File: config.mk
export PLATFORM = sky130hd
export DESIGN_NAME = fan_pwm_gen
export DESIGN_NICKNAME = d
export VERILOG_FILES = /design/src/rtl/fan_pwm_gen.sv
export SDC_FILE = /design/constraint.sdc
export NUM_CORES = 1
export LEC_CHECK = 0
export BUFFER_PORTS_ARGS = -buffer_cell sky130_fd_sc_hd__clkbuf_2
export CAP_MARGIN = 10
export CELL_PAD_IN_SITES_DETAIL_PLACEMENT = 1
export CELL_PAD_IN_SITES_GLOBAL_PLACEMENT = 1
export CORE_UTILIZATION = 44
export CTS_CLUSTER_DIAMETER = 200
export CTS_CLUSTER_SIZE = 30
export DETAILED_ROUTE_END_ITERATION = 8
export GPL_ROUTABILITY_DRIVEN = 0
export GPL_TIMING_DRIVEN = 1
export HOLD_SLACK_MARGIN = 0.02
export PLACE_DENSITY_LB_ADDON = 0.25
export SLEW_MARGIN = 0
export SYNTH_ARGS = -nofsm -noshare
export SYNTH_HDL_FRONTEND = slang
export SYNTH_SLANG_ARGS = --single-unit
File: constraint.sdc
create_clock -name clk_i -period 3.7 [get_ports clk_i]
set_input_delay 0.555 -clock clk_i [delete_from_list [all_inputs] [get_ports clk_i]]
set_output_delay 0.555 -clock clk_i [all_outputs]
set_load 0.03 [all_outputs]
File: src/rtl/fan_pwm_gen.sv
// ============================================================================
// Module   : fan_pwm_gen
// Brief    : Debounced 4-bit fan-speed switch to fixed-frequency PWM, with a
//            full-duty kick from standstill. Optional soft-start ramp is
//            enabled by defining FAN_PWM_SOFTSTART_EN.
// Revision : 1.0 - initial release
// ============================================================================
`default_nettype none

module fan_pwm_gen #(
   parameter int unsigned ClkFreqHz      = 50_000_000,
   parameter int unsigned PwmFreqHz      = 25_000,
   parameter int unsigned DebounceCycles = 1_000_000,
   parameter int unsigned KickPeriods    = 500,
   parameter int unsigned RampPeriods    = 250
) (
   input  logic       clk_i,
   input  logic       rst_ni,
   input  logic [3:0] pwm_setting_i,
   output logic       fan_pwm_o,
   output logic [3:0] level_o,
   output logic       kick_o
);

   localparam int unsigned P  = ClkFreqHz / PwmFreqHz;
   localparam int unsigned CW = $clog2(P);
   localparam int unsigned TW = $clog2(P + 1);
   localparam int unsigned DW = (DebounceCycles > 1) ? $clog2(DebounceCycles) : 1;
   localparam int unsigned KW = (KickPeriods > 1) ? $clog2(KickPeriods) : 1;

   if (P < 16) begin : g_chk_period
      $error("fan_pwm_gen: ClkFreqHz / PwmFreqHz must be at least 16");
   end
   if (DebounceCycles < 1) begin : g_chk_debounce
      $error("fan_pwm_gen: DebounceCycles must be at least 1");
   end
   if (KickPeriods < 1) begin : g_chk_kick
      $error("fan_pwm_gen: KickPeriods must be at least 1");
   end

   typedef enum logic [1:0] {
      StOff  = 2'd0,
      StKick = 2'd1,
      StRun  = 2'd2
   } state_e;

   // Per-level high time in cycles, floor(l*P/15); level 15 yields P (always on).
   logic [TW-1:0] thr_w [16];
   for (genvar l = 0; l < 16; l++) begin : g_thr
      assign thr_w[l] = TW'((64'(l) * 64'(P)) / 64'd15);
   end

   logic [3:0]    sync0_q, sync1_q;
   logic [3:0]    cand_q, cand_d;
   logic [3:0]    target_q, target_d;
   logic [DW-1:0] dcnt_q, dcnt_d;

   always_comb begin
      cand_d   = cand_q;
      dcnt_d   = dcnt_q;
      target_d = target_q;
      if (sync1_q != cand_q) begin
         cand_d = sync1_q;
         dcnt_d = '0;
      end else if (dcnt_q != DW'(DebounceCycles - 1)) begin
         dcnt_d = dcnt_q + DW'(1);
      end
      // Evaluated on the next count so the target lands 2 + DebounceCycles after the pin.
      if (dcnt_d == DW'(DebounceCycles - 1)) begin
         target_d = cand_d;
      end
   end

   logic [CW-1:0] cnt_q, cnt_d;
   logic          boundary;

   assign boundary = (cnt_q == CW'(P - 1));
   assign cnt_d    = boundary ? '0 : cnt_q + CW'(1);

   state_e        state_q, state_d;
   logic [3:0]    level_q, level_d;
   logic [KW-1:0] kick_q, kick_d;
   logic          pwm_q, pwm_d;

`ifdef FAN_PWM_SOFTSTART_EN
   localparam int unsigned RW = (RampPeriods > 1) ? $clog2(RampPeriods) : 1;
   logic [RW-1:0] ramp_q, ramp_d;
`else
   // RampPeriods has no role without soft start.
   if (RampPeriods == 0) begin : g_ramp_unused
   end
`endif

   always_comb begin
      state_d = state_q;
      level_d = level_q;
      kick_d  = kick_q;
`ifdef FAN_PWM_SOFTSTART_EN
      ramp_d  = ramp_q;
`endif
      if (boundary) begin
         unique case (state_q)
            StOff: begin
               level_d = '0;
               if (target_q != 4'd0) begin
                  state_d = StKick;
                  kick_d  = '0;
               end
            end
            StKick: begin
               if (kick_q == KW'(KickPeriods - 1)) begin
                  state_d = StRun;
`ifdef FAN_PWM_SOFTSTART_EN
                  level_d = 4'd1;
                  ramp_d  = '0;
`else
                  level_d = target_q;
`endif
               end else begin
                  kick_d = kick_q + KW'(1);
               end
            end
            StRun: begin
`ifdef FAN_PWM_SOFTSTART_EN
               if (level_q == 4'd0 && target_q == 4'd0) begin
                  state_d = StOff;
               end else if (ramp_q == RW'(RampPeriods - 1)) begin
                  ramp_d = '0;
                  if (level_q < target_q) begin
                     level_d = level_q + 4'd1;
                  end else if (level_q > target_q) begin
                     level_d = level_q - 4'd1;
                  end
               end else begin
                  ramp_d = ramp_q + RW'(1);
               end
`else
               level_d = target_q;
               if (target_q == 4'd0) begin
                  state_d = StOff;
               end
`endif
            end
            default: begin
               state_d = StOff;
               level_d = '0;
            end
         endcase
      end
   end

   // Output is registered against the next count so the high phase starts right after a boundary.
   always_comb begin
      pwm_d = 1'b0;
      unique case (state_d)
         StKick:  pwm_d = 1'b1;
         StRun:   pwm_d = (TW'(cnt_d) < thr_w[level_d]);
         default: pwm_d = 1'b0;
      endcase
   end

   always_ff @(posedge clk_i or negedge rst_ni) begin
      if (!rst_ni) begin
         sync0_q  <= '0;
         sync1_q  <= '0;
         cand_q   <= '0;
         dcnt_q   <= '0;
         target_q <= '0;
         cnt_q    <= '0;
         state_q  <= StOff;
         level_q  <= '0;
         kick_q   <= '0;
         pwm_q    <= 1'b0;
`ifdef FAN_PWM_SOFTSTART_EN
         ramp_q   <= '0;
`endif
      end else begin
         sync0_q  <= pwm_setting_i;
         sync1_q  <= sync0_q;
         cand_q   <= cand_d;
         dcnt_q   <= dcnt_d;
         target_q <= target_d;
         cnt_q    <= cnt_d;
         state_q  <= state_d;
         level_q  <= level_d;
         kick_q   <= kick_d;
         pwm_q    <= pwm_d;
`ifdef FAN_PWM_SOFTSTART_EN
         ramp_q   <= ramp_d;
`endif
      end
   end

   assign fan_pwm_o = pwm_q;
   assign level_o   = level_q;
   assign kick_o    = (state_q == StKick);

endmodule

`default_nettype wire

[Yosys cells after proc, flatten, opt, wreduce, memory -nomap -nowiden]
Memory sizes are Yosys's and may differ from the RTL's.
Index checks and enable logic that the tools add are counted.
Operators by class
  add/subtract/negate cells: 3
  equal/unequal tests: 11
  bitwise gates (word level): 1
  magnitude comparators: 2
  mux-type cells: 18
  reductions and logical operators: 5
Operator list (count)
  $mux 20: 2
  $mux 11: 3
  $add 20x1->20 const B: 1
  $eq 20x20->1 const B: 1
  $ne 20x20->1 const B: 1
  $mux 9: 2
  $pmux 9 s2: 1
  $mux 4: 3
  $add 11x1->11 const B: 1
  $eq 11x11->1 const B: 1
  $lt 11x11->1: 1
  $add 9x1->9 const B: 1
  $eq 9x9->1 const B: 1
  $mux 2: 4
  $pmux 4 s2: 1
  $pmux 2 s3: 1
  $ge 5x5->1 const B: 1
  $not 4->5: 1
  $eq 2x1->1 const B: 2
  $eq 2x2->1 const B: 2
  $logic_not 4->1: 1
  $ne 2x2->1 const B: 2
  $ne 4x4->1: 1
  $reduce_and 4->1: 1
  other kinds (4): 4
Storage, ports and cells
  register bits: 63
  input bits: 6
  word-level logic and storage cells: 51
  memory bits (read-only): 176
  memories kept: 1
  output and inout bits: 6
Memories
  (name not given): depth 16, bits a word 11, rd ports 1, clocked after Yosys merged registers in 0, wr ports 0, RTL line 157  | StRun: pwm_d = (TW'(cnt_d) < thr_w[level_d]);

[Logic depth before layout (Yosys ltp)]
Gate-level depths: netlist of run 1.
  depth after elaboration: 10
  mapped depth: 18
  depth with buffers taken out: 18

[Least setup slack after synthesis of run 1]
No wires, ideal clock.
  path type: register -> register
  start point: reg cnt_q[4]
  end point: reg pwm_q (netlist: fan_pwm_o)
  buffers on the path: 1
  cell stages (with the launch flop): 18
  arrival time: 3893 ps
  slack: -289 ps
  required time: 3605 ps
  cells stage by stage: dfrtp_1 -> or3b_1 -> nor3_1 -> clkbuf_1 -> a32o_1 -> a22oi_1 -> inv_1 -> ha_1 -> nor2_1 -> a211o_1 -> ha_1 -> a21o_1 -> a21o_1 -> a2111oi_0 -> or3_1 -> a211oi_1 -> or3_1 -> o31ai_1
On the way
  longest elaborated chain between the ends: 8
  elaborated cells on any way between the ends: 13
Ends and longest elaborated chain
  start, declared: RTL line 74  | logic [CW-1:0] cnt_q, cnt_d;
  start signal, assigned: RTL line 183  | cnt_q <= cnt_d;
  $eq 11x11->1: RTL line 77  | assign boundary = (cnt_q == CW'(P - 1));
  $mux 4: RTL line 101  | if (boundary) begin
  via level_d[0]: RTL line 81  | logic [3:0] level_q, level_d;
  $not 4->5 (not written as such): RTL line 157
  $mem_v2 16x11
  $mux 11 (not written as such) (2 in series): RTL line 157
  $lt 11x11->1: RTL line 157
  $pmux 1 s2: RTL line 155  | unique case (state_d)
  via pwm_d: RTL line 83  | logic pwm_q, pwm_d;
  end signal, assigned: RTL line 187  | pwm_q <= pwm_d;
  end, declared: RTL line 83
The timed path passes the listed nets, and every way through them passes these cells. The select of a mux whose other input is x is not followed.
A chain may end at the register's enable or synchronous reset.

[Final worst setup path of run 1]
  start point: reg cnt_q[5]
  end point: reg pwm_q (netlist: fan_pwm_o)
The elaborated chain is that of the path after synthesis.

==> results of run 1 <==
[power groups by stage]
stage / combinational (mW) / clock [mW] / sequential (mW)
after global placement: 0.0307 / 0 / 0.714
after global routing: 0.0355 / 0.601 / 0.702
final: 0.0303 / 0.557 / 0.701
after floorplan: 0.0130 / 0 / 0.712
after detailed placement: 0.0314 / 0 / 0.715
after CTS: 0.0313 / 0.570 / 0.701
[state kept, by name, indices dropped and copies added, names as in the netlist]
name	flops
dcnt_q	20
cnt_q	11
kick_q	9
cand_q	4
level_o	4
sync0_q	4
sync1_q	4
target_q	4
state_q	2
fan_pwm_o	1
[path summary, 6_finish.rpt]
path                         endpoint  slack (ps)        startpoint  depth (start not counted)
max reg2reg                 fan_pwm_o        -200          cnt_q[5]                         17
max                         fan_pwm_o        -200          cnt_q[5]                         17
min reg2reg                sync1_q[1]         360        sync0_q[1]                          0
max in group asynchronous  dcnt_q[16]        2600            rst_ni                          2
min                         kick_q[2]         150            rst_ni                          1
min in group clk_i         sync0_q[1]         300  pwm_setting_i[1]                          1
[Yosys cell counts, types with 2 or more instances]
cell,count
nand2_1,35
and2_1,3
nand2b_1,4
ha_1,23
o221ai_1,2
mux2_2,4
and4_1,3
nand4_1,7
clkbuf_1,11
o2111ai_1,2
xnor2_1,16
o2bb2ai_1,2
a31oi_1,2
a2111oi_0,2
a21o_1,5
a211oi_1,2
a41oi_1,2
a32o_1,2
nor4b_1,3
nor3_1,15
nand3_1,14
a21oi_1,15
dfrtp_1,63
and3_1,4
a22oi_1,2
nor4bb_1,2
or3_1,7
inv_1,14
nor4_1,3
buf_2,2
or4_1,4
o21ai_0,22
xor2_1,10
or2_2,2
nor2_1,37
[cell type report]
cell class / instances / area, µm²
fill: 877 / 3370
multi-input combinational: 273 / 1980
sequential: 63 / 1580
timing repair buffer: 62 / 442
tap: 102 / 128
clock buffer: 9 / 124
inverter: 15 / 56.3
clock inverter: 7 / 55.1
[logic make-up after synthesis]
family                     Yosys count  share of synthesized area
and+or+nand+nor                    148                      0.220
AOI/OAI and AO/OA                   71                      0.138
DFF                                 63                      0.449
buffers and inverters               28                     0.0307
xor gates and xnor gates            26                     0.0649
adders and majority gates           23                     0.0820
muxes                                5                     0.0157
[metal layers]
| layer | wire length (µm) | part of all wire |
|---|---|---|
| met4 | 262 | 0.027 |
| met3 | 229 | 0.023 |
| met1 | 4250 | 0.44 |
| met2 | 5010 | 0.51 |
| met5 | 0 | 0 |
[what timing repair did]
item	in CTS	in global routing
endpoints found under the setup margin	1	1
gates resized for setup	17	8
pin swaps	8	6
gates cloned	0	0
buffers inserted	6	3
[stage by stage]
step | utilization | TNS, ps | hold slack, ps | setup WS, ps | cell area (µm²)
floorplan | - | -93.6 | 259 | -93.6 | 3550
global route | 0.564 | -350 | 182 | -350 | 4360
global placement | 0.515 | -83.7 | 332 | -83.7 | 3980
CTS | 0.556 | -61.7 | 152 | -61.7 | 4300
finish | 0.564 | -200 | 149 | -200 | 4360
detailed placement | 0.515 | -375 | 338 | -375 | 3980
==> run metrics, run 1 <==
total power=around 1.3 mW; Worst Setup Slack, final=-200 ps; Yosys warning count=0; Max-Cap Viols=0; Least-Margin Pin Slew=between 500 and 600 ps; GRT met2 Usage=0.436; Max Buffers Root-to-Sink=2; Final Cycle Share=1.05; Final Hold Fails=0; sw frac=0.260; CTS Root Cell=clkbuf_8; CP Capture Type=flop; Final Max Tran Viols=0; clock sinks=63; status=finished, violations left; Vias/cell=around 5.6; RSZ-0062 raised after global routing=yes; Async S/R FF share, synth=1.00; Top Usage Layer GRT=met2; DRC Markers=0; first-pass GRT wire length=16,200 µm; Reg power frac=0.544; Post-Syn Nets=393; fin nets=roughly 450; H-Tree Depth=3; die width=91.3 µm; vias in the first global route=3,223; Area Growth Syn to Fin=24.3%; GR Util met3=0.0528; power per cell area=295 mW/mm²; Setup CP Type=flop to flop; most frequent cells in the layout=63 x dfrtp_1, 50 x buf_4, 36 x nor2_1, 34 x nand2_1, 22 x o21ai_0; peak supply drop=0.000257 V; CTS Buf Count=9; hold_buf cts=0; DP HPWL=roughly 7000 µm; maximum net fanout on the critical path=4; failing checks=negative setup slack; final setup fails=1; cell row count=32; LEAKAGE=1.85 nW; commonest non-fill, non-tap cell in the layout=dfrtp_1; Post-synth top flop=dfrtp_1; CTS tree=done; Worst Hold Class=input port to async pin; clock latency on the worst-skew pair=350 ps; fin crit period=3900 ps; post-synth cell types=53; placed cells=506; most frequent CP cell=buf_4; Final ANT Viol Nets=0; Ports=12; delay-heaviest family, CP=simple AND/OR/NAND/NOR gates; Logic pwr share=0.024; DRT Wirelength=9750 µm; top cell type by total area after synthesis=dfrtp_1; synthesis-stage register bit count=63; Port Buffers=11; syn avg cell area=9.64 µm²; Pre-antenna DRT Iters=4; die area=0.00834 mm²; Post-Syn Area=approximately 0.0035 mm²; Power Internal=0.953 mW; CP Cell Sequence=or3b_4 -> or3_4 -> buf_4 -> a22oi_2 -> inv_1 -> buf_4 -> buf_4 -> ha_1 -> o221ai_2 -> ha_2 -> a21o_1 -> a21o_1 -> a2111oi_4 -> or3_1 -> a211oi_2 -> or3_4 -> o31ai_2; initial antenna violation count=0; Worst-path clk slew=80 ps; top-area cell type share of the netlist area=0.449; share of cells above drive strength 1=0.270; EDFF count, synth=0; clock network power share=0.432; register area share after synthesis=0.449; DR WL/cell=18.4 µm; Gate Count Post-Synth=364; P_sw=0.336 mW; Worst setup SP type=flop; Synth area leaders=dfrtp_1 45%, ha_1 8.2%, xnor2_1 4.0%, nor2_1 4.0%, nand2_1 3.7%; total track usage=0.253; final std cells w/o fill=531; GR Overflow Total=0; Starting Density=0.454; core area=0.00773 mm²; DR vias=about 3,000; initial DRC count=115; CP max stage delay=approximately 400 ps; Arrival @ worst endpoint=between 4000 and 5000 ps; pin count of the biggest net entering global routing=45; Buf+Inv Stages, Crit Path=4; fmax=0.256 GHz; die height=91.3 µm; CP Data Required Time=3920 ps; diode count=0; Max-slew headroom=0.625; slowest CP cell=or3b_4; met1 track utilization from global routing=0.307; setup skew after layout=13.2 ps
Note: power is estimated with default switching activity, not from simulation.
==> inputs of run 2 (changes only) <==
ABC_AREA = 1   (was not set)
CORE_UTILIZATION = 43   (was 44)
clock period = 3.5 ns   (was 3.7 ns; I/O delays follow)
==> run 2 against run 1 <==
Compared with the run above:
- the flow now finishes without violations
- non-clock buffer count down 43
- register-to-register slack better by 410 ps
- global-route usage down 3.0 points
- fmax up 18%
- flip-flop and latch count is the same
- critical path depth rose by 4
- critical endpoint unchanged
- largest power group unchanged
==> run metrics, run 2 <==
final std cells w/o fill=593; die height=95.7 µm; Top Usage Layer GRT=met2; DRT Wirelength=9120 µm; Final ANT Viol Nets=0; main combinational cell family by area after synthesis=simple AND/OR/NAND/NOR gates; maximum net fanout on the critical path=5; Async S/R FF share, synth=1.00; Hold Slack=275 ps; DR vias=3,071; GR Util met3=0.0316; Port Buffers=11; Final Max Tran Viols=0; total power=1.50 mW; Cells on Worst Hold Path=1; filler cell count=~1,000; largest reg by FF count=dcnt_q; die area=between 0.009 and 0.01 mm²; Reg-to-Reg Start=kick_q[4]; initial antenna violation count=0; Post-Syn Area=0.00377 mm²; Final Hold Fails=0; Pre-antenna DRT Iters=4; XOR/XNOR share of the synthesized area=0.0302; Adder-Cell Fraction of Synth Area=0.0762; CTS Buf Count=9; fin nets=512; Least-Margin Pin Slew=just over 900 ps; cell row count=33; fin crit period=3290 ps; Yosys warning count=0; fmax=0.304 GHz; met1 track utilization from global routing=0.269; clock sinks=63; vias in the first global route=3,343; Worst setup SP type=flop; Setup CP Type=flop to flop; multiplexer share of the synthesized area=0; CP Capture Type=flop; Synth top cells by count=97 x nand2_1, 63 x dfrtp_1, 59 x inv_1, 45 x nor2_1, 27 x nand3_1; CTS tree=done; GR Overflow Total=0; pin count of the biggest net entering global routing=34; Final Cycle Share=0.941; synthesis-stage register bit count=63; Ports=12; syn avg cell area=8.19 µm²; Worst Hold Class=input port to flop; die width=95.7 µm; GRT met2 Usage=0.394; HP Start=pwm_setting_i[1]; Area Growth Syn to Fin=12.3%; Synth area leaders=dfrtp_1 42%, nand2_1 9.6%, ha_1 7.6%, inv_1 5.9%, nor2_1 4.5%; Setup TNS=0 ps; diode count=0; Regs by FF count=dcnt_q (20), cnt_q (11), kick_q (9); Max Buffers Root-to-Sink=2; Worst R2R Setup Slack=210 ps; Post-Syn Nets=between 400 and 500; EDFF count, synth=0; setup skew after layout=10.7 ps; max reg flops=20; Hold EP=sync0_q[1]; DRC Markers=0; status=finished clean; top cell type by total area after synthesis=dfrtp_1; CP Data Required Time=3770 ps; most frequent cells in the layout=94 x nand2_1, 63 x dfrtp_1, 58 x inv_1, 44 x nor2_1; LEAKAGE=roughly 2.0 nW; Worst-path clk slew=approximately 80 ps; Gate Count Post-Synth=461; post-synth cell types=43; Post-synth top flop=dfrtp_1; top-area cell type share of the netlist area=0.418; final setup fails=0; H-Tree Depth=3; core area=0.00834 mm²; peak supply drop=between 0.0002 and 0.00025 V; Max-slew headroom=0.384; first-pass GRT wire length=between 15,000 and 20,000 µm; reg2reg path depth=21; register area share after synthesis=0.418; compound-gate portion of the synthesized area=0.0832; CTS Root Cell=clkbuf_8; initial DRC count=95; share of cells above drive strength 1=0.172; DR WL/cell=15.4 µm; count leader, synth=nand2_1; DP HPWL=6800 µm; RR Endpoint=fan_pwm_o; Starting Density=0.453; Post-Synth Simple-Gate Area=0.313; Max-Cap Viols=0; total track usage=0.223; power per cell area=355 mW/mm²; Vias/cell=a little over 5; clock latency on the worst-skew pair=360 ps; placed cells=573; commonest non-fill, non-tap cell in the layout=nand2_1; Arrival @ worst endpoint=~3600 ps
-- run 2: worst max path at each step --
stage,from,to,slack [ps],cells after the start
after floorplan,state_q[1],fan_pwm_o,130,22
after global placement,cnt_q[0],fan_pwm_o,340,21
after detailed placement,cnt_q[0],fan_pwm_o,200,21
after CTS,kick_q[0],fan_pwm_o,90,22
after global routing,cnt_q[0],fan_pwm_o,-70,21
final,kick_q[4],fan_pwm_o,210,21
-- run 2: metal layers --
layer	up-vias	wire length [µm]
met1	1496	4250
met5	-	0
met3	16	136
li1	1533	-
met2	26	4500
met4	0	238
-- run 2: power breakdown --
group	leakage, nW	total (mW)	internal, mW	switching (mW)
combinational	1.03	0.0335	0.00861	0.0249
sequential	0.838	0.740	0.735	0.00497
clock	0.114	0.731	0.409	0.321
-- run 2: cell type report --
cell class | instances | area (µm²) | area share
Timing Repair Buffer | 19 | 115 | 0.0271
Tap cell | 105 | 131 | 0.0310
Clock buffer | 9 | 124 | 0.0292
Multi-Input combinational cell | 319 | 1920 | 0.454
Clock inverter | 7 | 104 | 0.0245
Inverter | 71 | 267 | 0.0629
Sequential cell | 63 | 1580 | 0.372
-- run 2: cells by family after synthesis --
logic type      Yosys count
compound gates           54
xor+xnor                 13
fa+ha+maj                23
buf+inv                  79
flops                    63
simple gates            229
-- run 2: repair_timing --
action | CTS | global route
gates resized for setup | 0 | 8
setup buffers | 0 | 4
hold buffers | 0 | 0
endpoints found under the setup margin | 0 | 1
-- run 2: worst max-delay path: stages (launching register included) --
cell and delay (ps):
dfrtp_1 420, nand2_1 80, nor2_1 270, nand3_2 170, nand2_2 120, a32o_1 120, nand2_1 60, nand2_2 100
inv_1 80, ha_1 310, nand2_1 70, o21ai_0 60, o21ai_0 150, inv_1 90, ha_1 180, a21oi_1 140
nor2_1 70, a211oi_2 180, o211ai_1 130, a31oi_1 200, nand2_1 70, a21oi_1 140
-- run 2: stage by stage --
| stage | cell area, µm² | setup WS [ps] | util |
|---|---|---|---|
| floorplan | 3770 | 129 | - |
| global placement | 3960 | 336 | 0.474 |
| detailed placement | 3960 | 201 | 0.474 |
| CTS | 4190 | 94.0 | 0.502 |
| global route | 4240 | -74.8 | 0.508 |
| finish | 4240 | 206 | 0.508 |
==> inputs of run 3 (changes only) <==
CORE_UTILIZATION = 47   (was 43)
clock period = 3.2 ns   (was 3.5 ns; I/O delays follow)
==> run 3 against run 2 <==
Compared with the run above:
- clock-buffer cell count is 1 higher
- register-to-register slack worse by 110 ps
- hold slack worse by 120 ps
- cell count is 0.51% higher
- sequential power is 9.5% higher
- sequential share of layout area is 1.1 points lower
- largest power group unchanged
- critical endpoint unchanged
==> run metrics, run 3 (synthesis results as in run 2) <==
fin crit period=3100 ps; Max-slew headroom=0.551; diode count=0; Vias/cell=5.36; die height=91.6 µm; post-layout util=0.563; Arrival @ worst endpoint=roughly 3400 ps; Starting Density=0.486; Area Growth Syn to Fin=15.8%; Regs by FF count=dcnt_q (20), cnt_q (11), kick_q (9); CP Capture Type=flop; final setup fails=0; setup skew after layout=roughly 12 ps; Worst Hold Class=input port to async pin; filler cell count=940; maximum net fanout on the critical path=5; Least-Margin Pin Slew=around 670 ps; Worst setup SP type=flop; clock latency on the worst-skew pair=350 ps; Max Buffers Root-to-Sink=2; DR WL/cell=16.6 µm; core area=0.00777 mm²; Final Hold Fails=0; peak supply drop=around 0.00026 V; Setup TNS=0 ps; pin count of the biggest net entering global routing=41; die area=between 0.008 and 0.009 mm²; CTS tree=done; clock sinks=63; fin nets=518; CTS Root Cell=clkbuf_8; DP HPWL=roughly 7000 µm; commonest non-fill, non-tap cell in the layout=nand2_1; share of cells above drive strength 1=0.223; CP Data Required Time=3480 ps; largest reg by FF count=dcnt_q; Worst-path clk slew=80 ps; Setup CP Type=flop to flop; H-Tree Depth=3; Ports=12; first-pass GRT wire length=approximately 16,000 µm; Pre-antenna DRT Iters=4; Max-Cap Viols=0; Worst R2R Setup Slack=100 ps; vias in the first global route=3,445; cell row count=32; placed cells=571; Final Cycle Share=0.969; most frequent cells in the layout=91 x nand2_1, 63 x dfrtp_1, 56 x inv_1, 43 x nor2_1, 24 x nand3_1; initial antenna violation count=0; DRT Wirelength=9900 µm; CTS Buf Count=9; DR vias=3,197; reg2reg path depth=21; fmax=0.323 GHz; GR Overflow Total=0; status=finished clean; Final Max Tran Viols=0; LEAKAGE=2.02 nW; Hold Slack=158 ps; total track usage=0.244; Port Buffers=11; Final ANT Viol Nets=0; final std cells w/o fill=596; total power=1.54 mW; initial DRC count=93; power per cell area=352 mW/mm²; DRC Markers=0; die width=a little over 90 µm; max reg flops=20
-- run 3: path summary, 6_finish.rpt --
path | startpoint | end
setup / recovery | kick_q[1] | fan_pwm_o
hold / removal | rst_ni | dcnt_q[10]
setup reg to reg | kick_q[1] | fan_pwm_o
hold reg to reg | sync0_q[1] | sync1_q[1]
max in group asynchronous | rst_ni | cnt_q[0]
min in group clk_i | pwm_setting_i[0] | sync0_q[0]
-- run 3: area by class of cell --
| class | instances | area [µm²] | area share |
|---|---|---|---|
| repair buffers | 25 | 189 | 0.0432 |
| multi-input cells | 319 | 2020 | 0.461 |
| well taps | 102 | 128 | 0.0292 |
| inverters | 71 | 274 | 0.0627 |
| flip-flops and latches | 63 | 1580 | 0.361 |
| clock buffers | 10 | 128 | 0.0292 |
| clock inverters | 6 | 61.3 | 0.0140 |
-- run 3: through the flow --
stage	worst slack [ps]	cell area (µm²)
final	99.8	4370
after global routing	-71.9	4370
after detailed placement	12.3	3980
after global placement	158	3980
after CTS	3.41	4180
after floorplan	18.5	3780
-- run 3: worst max-delay path, cell delays in order, from the launching register on --
cell and delay, ps:
dfrtp_1 380, ha_2 190, nand2_1 70, nor2_2 150, nand3_2 120, nand2_2 120, buf_4 110, nand2_1 50
nand2_1 70, nand2_2 100, nand2_4 110, inv_1 110, a21oi_2 170, a31oi_1 60, ha_1 330, a21oi_2 130
nor2_1 60, a211oi_2 180, o211ai_1 130, a31oi_1 160, nand2_1 80, a21oi_2 140
-- run 3: what timing repair did --
| item | in CTS | in global routing |
|---|---|---|
| setup endpoints to repair | 1 | 1 |
| gates resized for setup | 3 | 35 |
| setup buffers | 1 | 8 |
| hold endpoints to repair | 0 | 0 |
| hold buffers | 0 | 0 |
| pin swaps | 0 | 19 |
-- run 3: power by group --
part / switching, mW / internal, mW
clock network: 0.333 / 0.357
registers: 0.00600 / 0.804
logic: 0.0266 / 0.0104
-- run 3: per-layer routing --
metal | part of all wire | vias to the layer above | wire [µm] | global-route usage
met3 | 0.022 | 17 | 215 | 0.0481
met4 | 0.023 | 0 | 228 | 0.0754
met2 | 0.52 | 41 | 5160 | 0.435
met1 | 0.43 | 1590 | 4300 | 0.295
li1 | - | 1549 | - | -
met5 | 0 | - | 0 | 0
